$ cat src/rtl/rv32_fetch_queue.sv
// Instruction-fetch front end: sequential address generation, request/grant/response
// handshake to instruction memory, and an in-order {instr, pc} queue toward the core.
module rv32_fetch_queue #(
  parameter int unsigned DEPTH          = 4,
  parameter logic [31:0] PC_RESET_VALUE = 32'h0000_0000
) (
  input  logic        clk,
  input  logic        rst_n,
  input  logic        redirect_valid,
  input  logic [31:0] redirect_pc,
  output logic        imem_req,
  output logic [31:0] imem_addr,
  input  logic        imem_gnt,
  input  logic        imem_rvalid,
  input  logic [31:0] imem_rdata,
  output logic        instr_valid,
  output logic [31:0] instr,
  output logic [31:0] instr_pc,
  input  logic        instr_ready
);

  localparam int PW = (DEPTH > 1) ? $clog2(DEPTH) : 1;
  localparam int CW = PW + 1;
  localparam logic [CW:0] DEPTH_W = (CW+1)'(DEPTH);

  logic [CW-1:0] count_q, count_d;
  logic [CW-1:0] outst_q, outst_d;
  logic [CW-1:0] discard_q, discard_d;
  logic [PW-1:0] wptr_q, wptr_d;
  logic [PW-1:0] rptr_q, rptr_d;
  logic [31:0]   fetch_pc_q, fetch_pc_d;
  logic [31:0]   resp_pc_q, resp_pc_d;
  logic [31:0]   instr_mem_q [DEPTH];
  logic [31:0]   pc_mem_q    [DEPTH];

  logic          grant, rsp, push, pop;
  logic [CW:0]   occupancy;
  logic [31:0]   redirect_pc_al;

  assign redirect_pc_al = redirect_pc & 32'hFFFF_FFFC;
  assign occupancy      = {1'b0, count_q} + {1'b0, outst_q};

  // Request gated by rst_n so it drops immediately on an async reset assertion.
  assign imem_req  = rst_n && !redirect_valid && (occupancy < DEPTH_W);
  assign imem_addr = fetch_pc_q;
  assign grant     = imem_req && imem_gnt;

  // A response with nothing outstanding is a protocol violation and is ignored.
  assign rsp  = imem_rvalid && (outst_q != '0);
  assign push = rsp && (discard_q == '0) && !redirect_valid;

  assign instr_valid = (count_q != '0);
  assign instr       = instr_mem_q[rptr_q];
  assign instr_pc    = pc_mem_q[rptr_q];
  assign pop         = instr_valid && instr_ready && !redirect_valid;

  always_comb begin
    fetch_pc_d = fetch_pc_q;
    resp_pc_d  = resp_pc_q;
    wptr_d     = wptr_q;
    rptr_d     = rptr_q;
    discard_d  = discard_q;
    outst_d    = outst_q + CW'(grant) - CW'(rsp);
    count_d    = count_q + CW'(push) - CW'(pop);

    if (grant) fetch_pc_d = fetch_pc_q + 32'd4;
    if (rsp && (discard_q != '0)) discard_d = discard_q - CW'(1);
    if (push) begin
      resp_pc_d = resp_pc_q + 32'd4;
      wptr_d    = wptr_q + PW'(1);
    end
    if (pop) rptr_d = rptr_q + PW'(1);

    // Every response still pending after this cycle belongs to the old stream.
    if (redirect_valid) begin
      fetch_pc_d = redirect_pc_al;
      resp_pc_d  = redirect_pc_al;
      discard_d  = outst_q - CW'(rsp);
      count_d    = '0;
      wptr_d     = '0;
      rptr_d     = '0;
    end
  end

  always_ff @(posedge clk or negedge rst_n) begin
    if (!rst_n) begin
      fetch_pc_q <= PC_RESET_VALUE;
      resp_pc_q  <= PC_RESET_VALUE;
      count_q    <= '0;
      outst_q    <= '0;
      discard_q  <= '0;
      wptr_q     <= '0;
      rptr_q     <= '0;
    end else begin
      fetch_pc_q <= fetch_pc_d;
      resp_pc_q  <= resp_pc_d;
      count_q    <= count_d;
      outst_q    <= outst_d;
      discard_q  <= discard_d;
      wptr_q     <= wptr_d;
      rptr_q     <= rptr_d;
    end
  end

  always_ff @(posedge clk or negedge rst_n) begin
    if (!rst_n) begin
      for (int i = 0; i < int'(DEPTH); i++) begin
        instr_mem_q[i] <= '0;
        pc_mem_q[i]    <= '0;
      end
    end else if (push) begin
      instr_mem_q[wptr_q] <= imem_rdata;
      pc_mem_q[wptr_q]    <= resp_pc_q;
    end
  end

endmodule

$ cat config.mk
export PLATFORM = sky130hd
export DESIGN_NAME = rv32_fetch_queue
export DESIGN_NICKNAME = d
export VERILOG_FILES = /design/src/rtl/rv32_fetch_queue.sv
export SDC_FILE = /design/constraint.sdc
export NUM_CORES = 1
export LEC_CHECK = 0
export BUFFER_PORTS_ARGS = -buffer_cell sky130_fd_sc_hd__buf_2
export CORE_MARGIN = 4
export CORE_UTILIZATION = 60
export DETAILED_ROUTE_END_ITERATION = 7
export MAX_ROUTING_LAYER = met4
export PLACE_DENSITY = 0.81
export SYNTH_ARGS = -nofsm -noshare
export SYNTH_HDL_FRONTEND = slang
export SYNTH_SLANG_ARGS = --single-unit
$ cat constraint.sdc
create_clock -name clk -period 3.9 [get_ports clk]
set_clock_uncertainty 0.05 [all_clocks]
set_input_delay 0.78 -clock clk [delete_from_list [all_inputs] [get_ports clk]]
set_output_delay 0.78 -clock clk [all_outputs]
set_load 0.05 [all_outputs]
* Yosys cells after proc, flatten, opt, wreduce, memory -nomap -nowiden
Cells that the tools add are included.
** Cells by class
- Bitwise logic cells :: 2
- Shift operators :: 0
- Div/mod/pow operators :: 0
- Eq/ne operators :: 0
- Multipliers :: 0
- Reduce and logical (&&, ||, !) cells :: 19
- Magnitude comparators :: 4
- Muxes and demuxes :: 21
- Add/subtract/negate cells :: 11
** Operators by type and width (number)
- $mux W32 :: 9
- $bwmux W128 :: 2
- $bmux W32 S2 :: 2
- $add A32 B3 Y32 const B :: 2
- $demux W32 S2 :: 1
- $logic_and A1 B1 Y1 :: 10
- $mux W3 :: 3
- $reduce_bool A3 Y1 :: 3
- $sub A3 B1 Y3 :: 3
- $mux W2 :: 4
- $reduce_bool A2 Y1 :: 4
- $add A3 B1 Y3 :: 2
- $ge A3 B3 Y1 const B :: 2
- $not A2 Y3 :: 2
- $add A2 B1 Y2 const B :: 2
- $add A3 B3 Y4 :: 1
- $lt A4 B3 Y1 const B :: 1
- $logic_not A3 Y1 :: 1
- $lt A3 B1 Y1 const B :: 1
- $sub A3 B1 Y3 const B :: 1
- $logic_not A1 Y1 :: 1
** Storage, ports and cells
- Output and inout bits :: 98
- Bits of input ports :: 70
- Latch bits :: 0
- Logic and storage cells :: 72
- Memory bits (writable) :: 0
- Memories :: 0
- Bits in registers :: 333
- ROM bits :: 0

* Longest topological paths before layout
- Depth after elaboration :: 7
- Mapped depth :: 12
- Gate-level depth less buffers :: 12

* Worst setup path before layout
No wires, ideal clock.
- Path type :: input to register
- Start point :: input port redirect_valid
- End point :: register outst_q[2]
- Data arrival time :: 2488 ps
- Data required time :: 3721 ps
- Setup slack :: 1233 ps
- Path buffers :: 1
- Stages on the path :: 11
- Path through :: nor3_1 -> and4_1 -> inv_1 -> clkbuf_1 -> ha_1 -> inv_1 -> ha_1 -> inv_1 -> fa_1 -> xnor2_1 -> xnor2_1
** Between the ends
- Word-level cells in the longest chain between the ends :: 6
** Ends and longest elaborated chain
- start: declaration :: RTL line 9 : input logic redirect_valid,
- $logic_not A1 Y1 :: RTL line 44 : assign imem_req = rst_n && !redirect_valid && (occupancy < DEPTH_W);
- $logic_and A1 B1 Y1 (2 in series) :: RTL line 44
- $logic_and A1 B1 Y1 :: RTL line 46 : assign grant = imem_req && imem_gnt;
- $add A3 B1 Y3 :: RTL line 63 : outst_d = outst_q + CW'(grant) - CW'(rsp);
- $sub A3 B1 Y3 :: RTL line 63
- named net outst_d[2] :: RTL line 27 : logic [CW-1:0] outst_q, outst_d;
- end signal: assignment :: RTL line 98 : outst_q <= outst_d;
- end: declaration :: RTL line 27
The timed path passes the listed nets, and every way through them passes these cells.
A chain may end at the register's enable or synchronous reset.

* Final worst setup path
- Start point :: register rptr_q[0]
- End point :: output port instr_pc[6]
** Between the ends
- Word-level cells in the longest chain between the ends :: 4
** Ends and longest elaborated chain
- start: declaration :: RTL line 30 : logic [PW-1:0] rptr_q, rptr_d;
- start signal: assignment :: RTL line 101 : rptr_q <= rptr_d;
- $not A2 Y3 (implied by the code) :: RTL line 54 : assign instr_pc = pc_mem_q[rptr_q];
- $bmux W32 S2 :: RTL line 54
- $mux W32 (implied by the code) (2 in series) :: RTL line 54
- end: declaration :: RTL line 18 : output logic [31:0] instr_pc,
No other way between the ends. The select of a mux whose other input is x is not followed.

==> flow_summary_export.csv <==
group,metric,value,unit
outcome,run_status,"finished, final reports clean",
critical_path,arrival,2370,ps
min_path,hp-class,"in -> async",
timing,rsz0062_at_grt,"false",
yosys,post-synth-top-area-fraction,49.8,%
die,rows,59,
cells_and_area,drive_above_1_share,46.8,%
yosys,netlist.top_cell.by_area,"dfrtp_1",
die,fp.coreArea,0.0263,mm²
yosys,synth_ff_type,"dfrtp_1",
detailed_routing,wl_per_cell,22.1,µm
cells_and_area,nets,1304,
timing,setup_tns,0,ps
die,io-pin-count,168,
clock_tree,root_buffer,"clkbuf_16",
die,die_h,172,µm
detailed_routing,first_pass_iters,5,
placed_design,place_area,0.0171,mm²
critical_path,end_kind,"output pin",
detailed_routing,first_iter_violations,747,
clock_tree,holdBufCountCts,0,
global_routing,grt_antenna_before_repair,0,
power_and_ir_drop,power,12.8,mW
timing,fin_crit_sh,82.0,%
global_routing,grt_pass1_vias,10200,
detailed_routing,drc,0,
timing,timing.fmax,313,MHz
detailed_routing,avgViaCountPerCell,6.06,
power_and_ir_drop,peakVddDrop,358,µV
critical_path,cp_max_fo,20,
timing,finalSetupViolCount,0,
timing,tightest_slew,1030,ps
clock_tree,cts_made_buffers,34,
clock_tree,htree_levels,2,
run,drv_cap,0,
global_routing,grt_max_degree,85,
die,die_w,172,µm
critical_path,cp.buffers_inverters,2,
detailed_routing,routed_wl,34.8,mm
placed_design,port_buffers,161,
critical_path,startpoint_type,"flip-flop",
cells_and_area,n_antenna_cell,0,
yosys,yosys_warnings,0,
placed_design,dp_hpwl,22.6,mm
detailed_routing,num_vias,9527,
yosys,synthTopCellsByArea,"dfrtp_1, mux2_4, mux4_2",
yosys,synthDistinctLibCells,55,
global_routing,gr-total-overflow,0,
clock_tree,cts_sinks,321,
timing,period_minus_slack,3200,ps
power_and_ir_drop,powerDensity,705,mW/mm²
global_routing,grt_first_pass_wirelength,56.4,mm
clock_tree,cts_tree,"yes",
cells_and_area,stdcell_area,0.0182,mm²
clock_tree,postCtsSetupBuffers,0,
die,die_area,0.0296,mm²
timing,hold_violations,0,
placed_design,routabilityCongestion,0.912,
critical_path,crit_chain,"buf_4 -> mux4_2 -> buf_2",
yosys,synth-seq-area-share,49.8,%
clock_tree,clock_latency,510,ps
clock_tree,clkTransAtPathRegs,60,ps
yosys,async_reset_ff_share,100,%
clock_tree,clockBufferDepth,3,
die,start_util,61.4,%
timing,slew_headroom,31.4,%
yosys,syn_area_per_cell,15.1,µm²
global_routing,grtUsageTotal,24.5,%
critical_path,critPathKind,"reg -> out",
critical_path,crit_slowest_cell,"dfrtp_4",
detailed_routing,ant_nets,0,
yosys,ys_ff_latch,321,
cells_and_area,synthToLayoutAreaGrowth,12.6,%
clock_tree,ctsResizeCount,0,
yosys,netlist_area,0.0161,mm²
critical_path,cp_top_family,"flip-flops",
timing,finalMaxSlewViolations,0,
power_and_ir_drop,p_leak,8.31,nW
critical_path,max_stage_delay,710,ps
critical_path,worstPathRequired,3070,ps
yosys,synth_edf_count,0,
yosys,syn_inst,1066,
worst reg2reg max path: stages (launching register included):
cell	delay, ps
dfrtp_1	490
ha_1	320
nand3_1	80
and4_1	220
inv_1	310
ha_1	310
inv_1	60
ha_1	130
inv_1	50
fa_1	390
xnor2_1	210
xnor2_1	140
area by class of cell:
class	count	area, µm²
multi-input combinational	647	7490
clock buffer	50	981
timing repair buffer	184	1080
fill	1788	8110
sequential	321	8040
tap	335	419
clock inverter	8	61.3
inverter	28	105
flip-flops by register name (all words and copies together), names as in the netlist:
register	cells
outst_q	3
resp_pc_q	30
count_q	3
imem_addr	30
wptr_q	2
discard_q	3
instr_mem_q	128
rptr_q	2
pc_mem_q	120
power by group:
group	leakage, nW	total (mW)	internal, mW	switching, mW
registers	4.19	4.72	4.08	0.633
logic	3.61	5.05	2.09	2.96
clock network	0.512	3.04	1.75	1.29
per-stage QoR:
stage               setup WS, ps  cells  util, %  hold slack [ps]
floorplan                   1230   1069        -              425
global placement            1040   1515     65.2              434
detailed placement           936   1515     65.2              441
CTS                          647   1573     69.1              373
global route                 562   1573     69.1              417
finish                       701   1573     69.1              364
cell usage in the layout, fill, tap and decap left out, types with 11 or more instances in the layout:
cell,instances
dfrtp_1,319
mux2_4,240
buf_2,160
mux4_2,62
nand2_1,40
clkbuf_16,34
xnor2_1,30
inv_1,27
nand3_1,23
xor2_1,22
nand4_1,22
nor2_1,21
a21boi_0,19
mux2_2,18
ha_1,16
buf_4,16
a21oi_1,12
nor3_1,11
o21ai_0,11
cell usage after synthesis, drive strengths merged (9+ instances only):
library cell	n
nand2b	9
xor2	22
o211ai	9
nor2	21
o21ai	17
nand2	41
mux4	62
clkbuf	21
ha	16
xnor2	30
dfrtp	321
nand4	23
a21boi	19
nand3	27
mux2	258
nor3	12
inv	28
a21oi	12
buf	52
nor4	11
cell families (layout without fill, tap and decap cells):
| family | count (synthesis) | after routing | synth area share, % |
|---|---|---|---|
| and+or+nand+nor | 181 | 181 | 6.64 |
| adders and majority gates | 18 | 18 | 1.49 |
| xor gates and xnor gates | 52 | 52 | 2.82 |
| other | 1 | 4 | 0.0232 |
| AOI/OAI and AO/OA | 68 | 68 | 2.85 |
| DFF | 321 | 321 | 49.8 |
| muxes | 324 | 324 | 32.5 |
| buffers and inverters | 101 | 270 | 3.92 |
routing by layer:
layer,global-route usage [%],wire [µm]
met3,4.05,2230
met2,37.9,16400
met5,-,0
met1,35.3,15700
met4,4.58,499
final timing paths:
path                                   start               to  slack [ps]  cells after the start
max in group asynchronous              rst_n     pc_mem_q[49]        1920                      3
worst min-delay path                   rst_n  instr_mem_q[93]         360                      2
worst min register to register  pc_mem_q[46]     pc_mem_q[46]         460                      1
worst max-delay path               rptr_q[0]      instr_pc[6]         700                      3
min in group clk                pc_mem_q[46]     pc_mem_q[46]         460                      1
worst max register to register    outst_q[1]       outst_q[2]        1080                     11
Power figures use the tool's default switching activity.
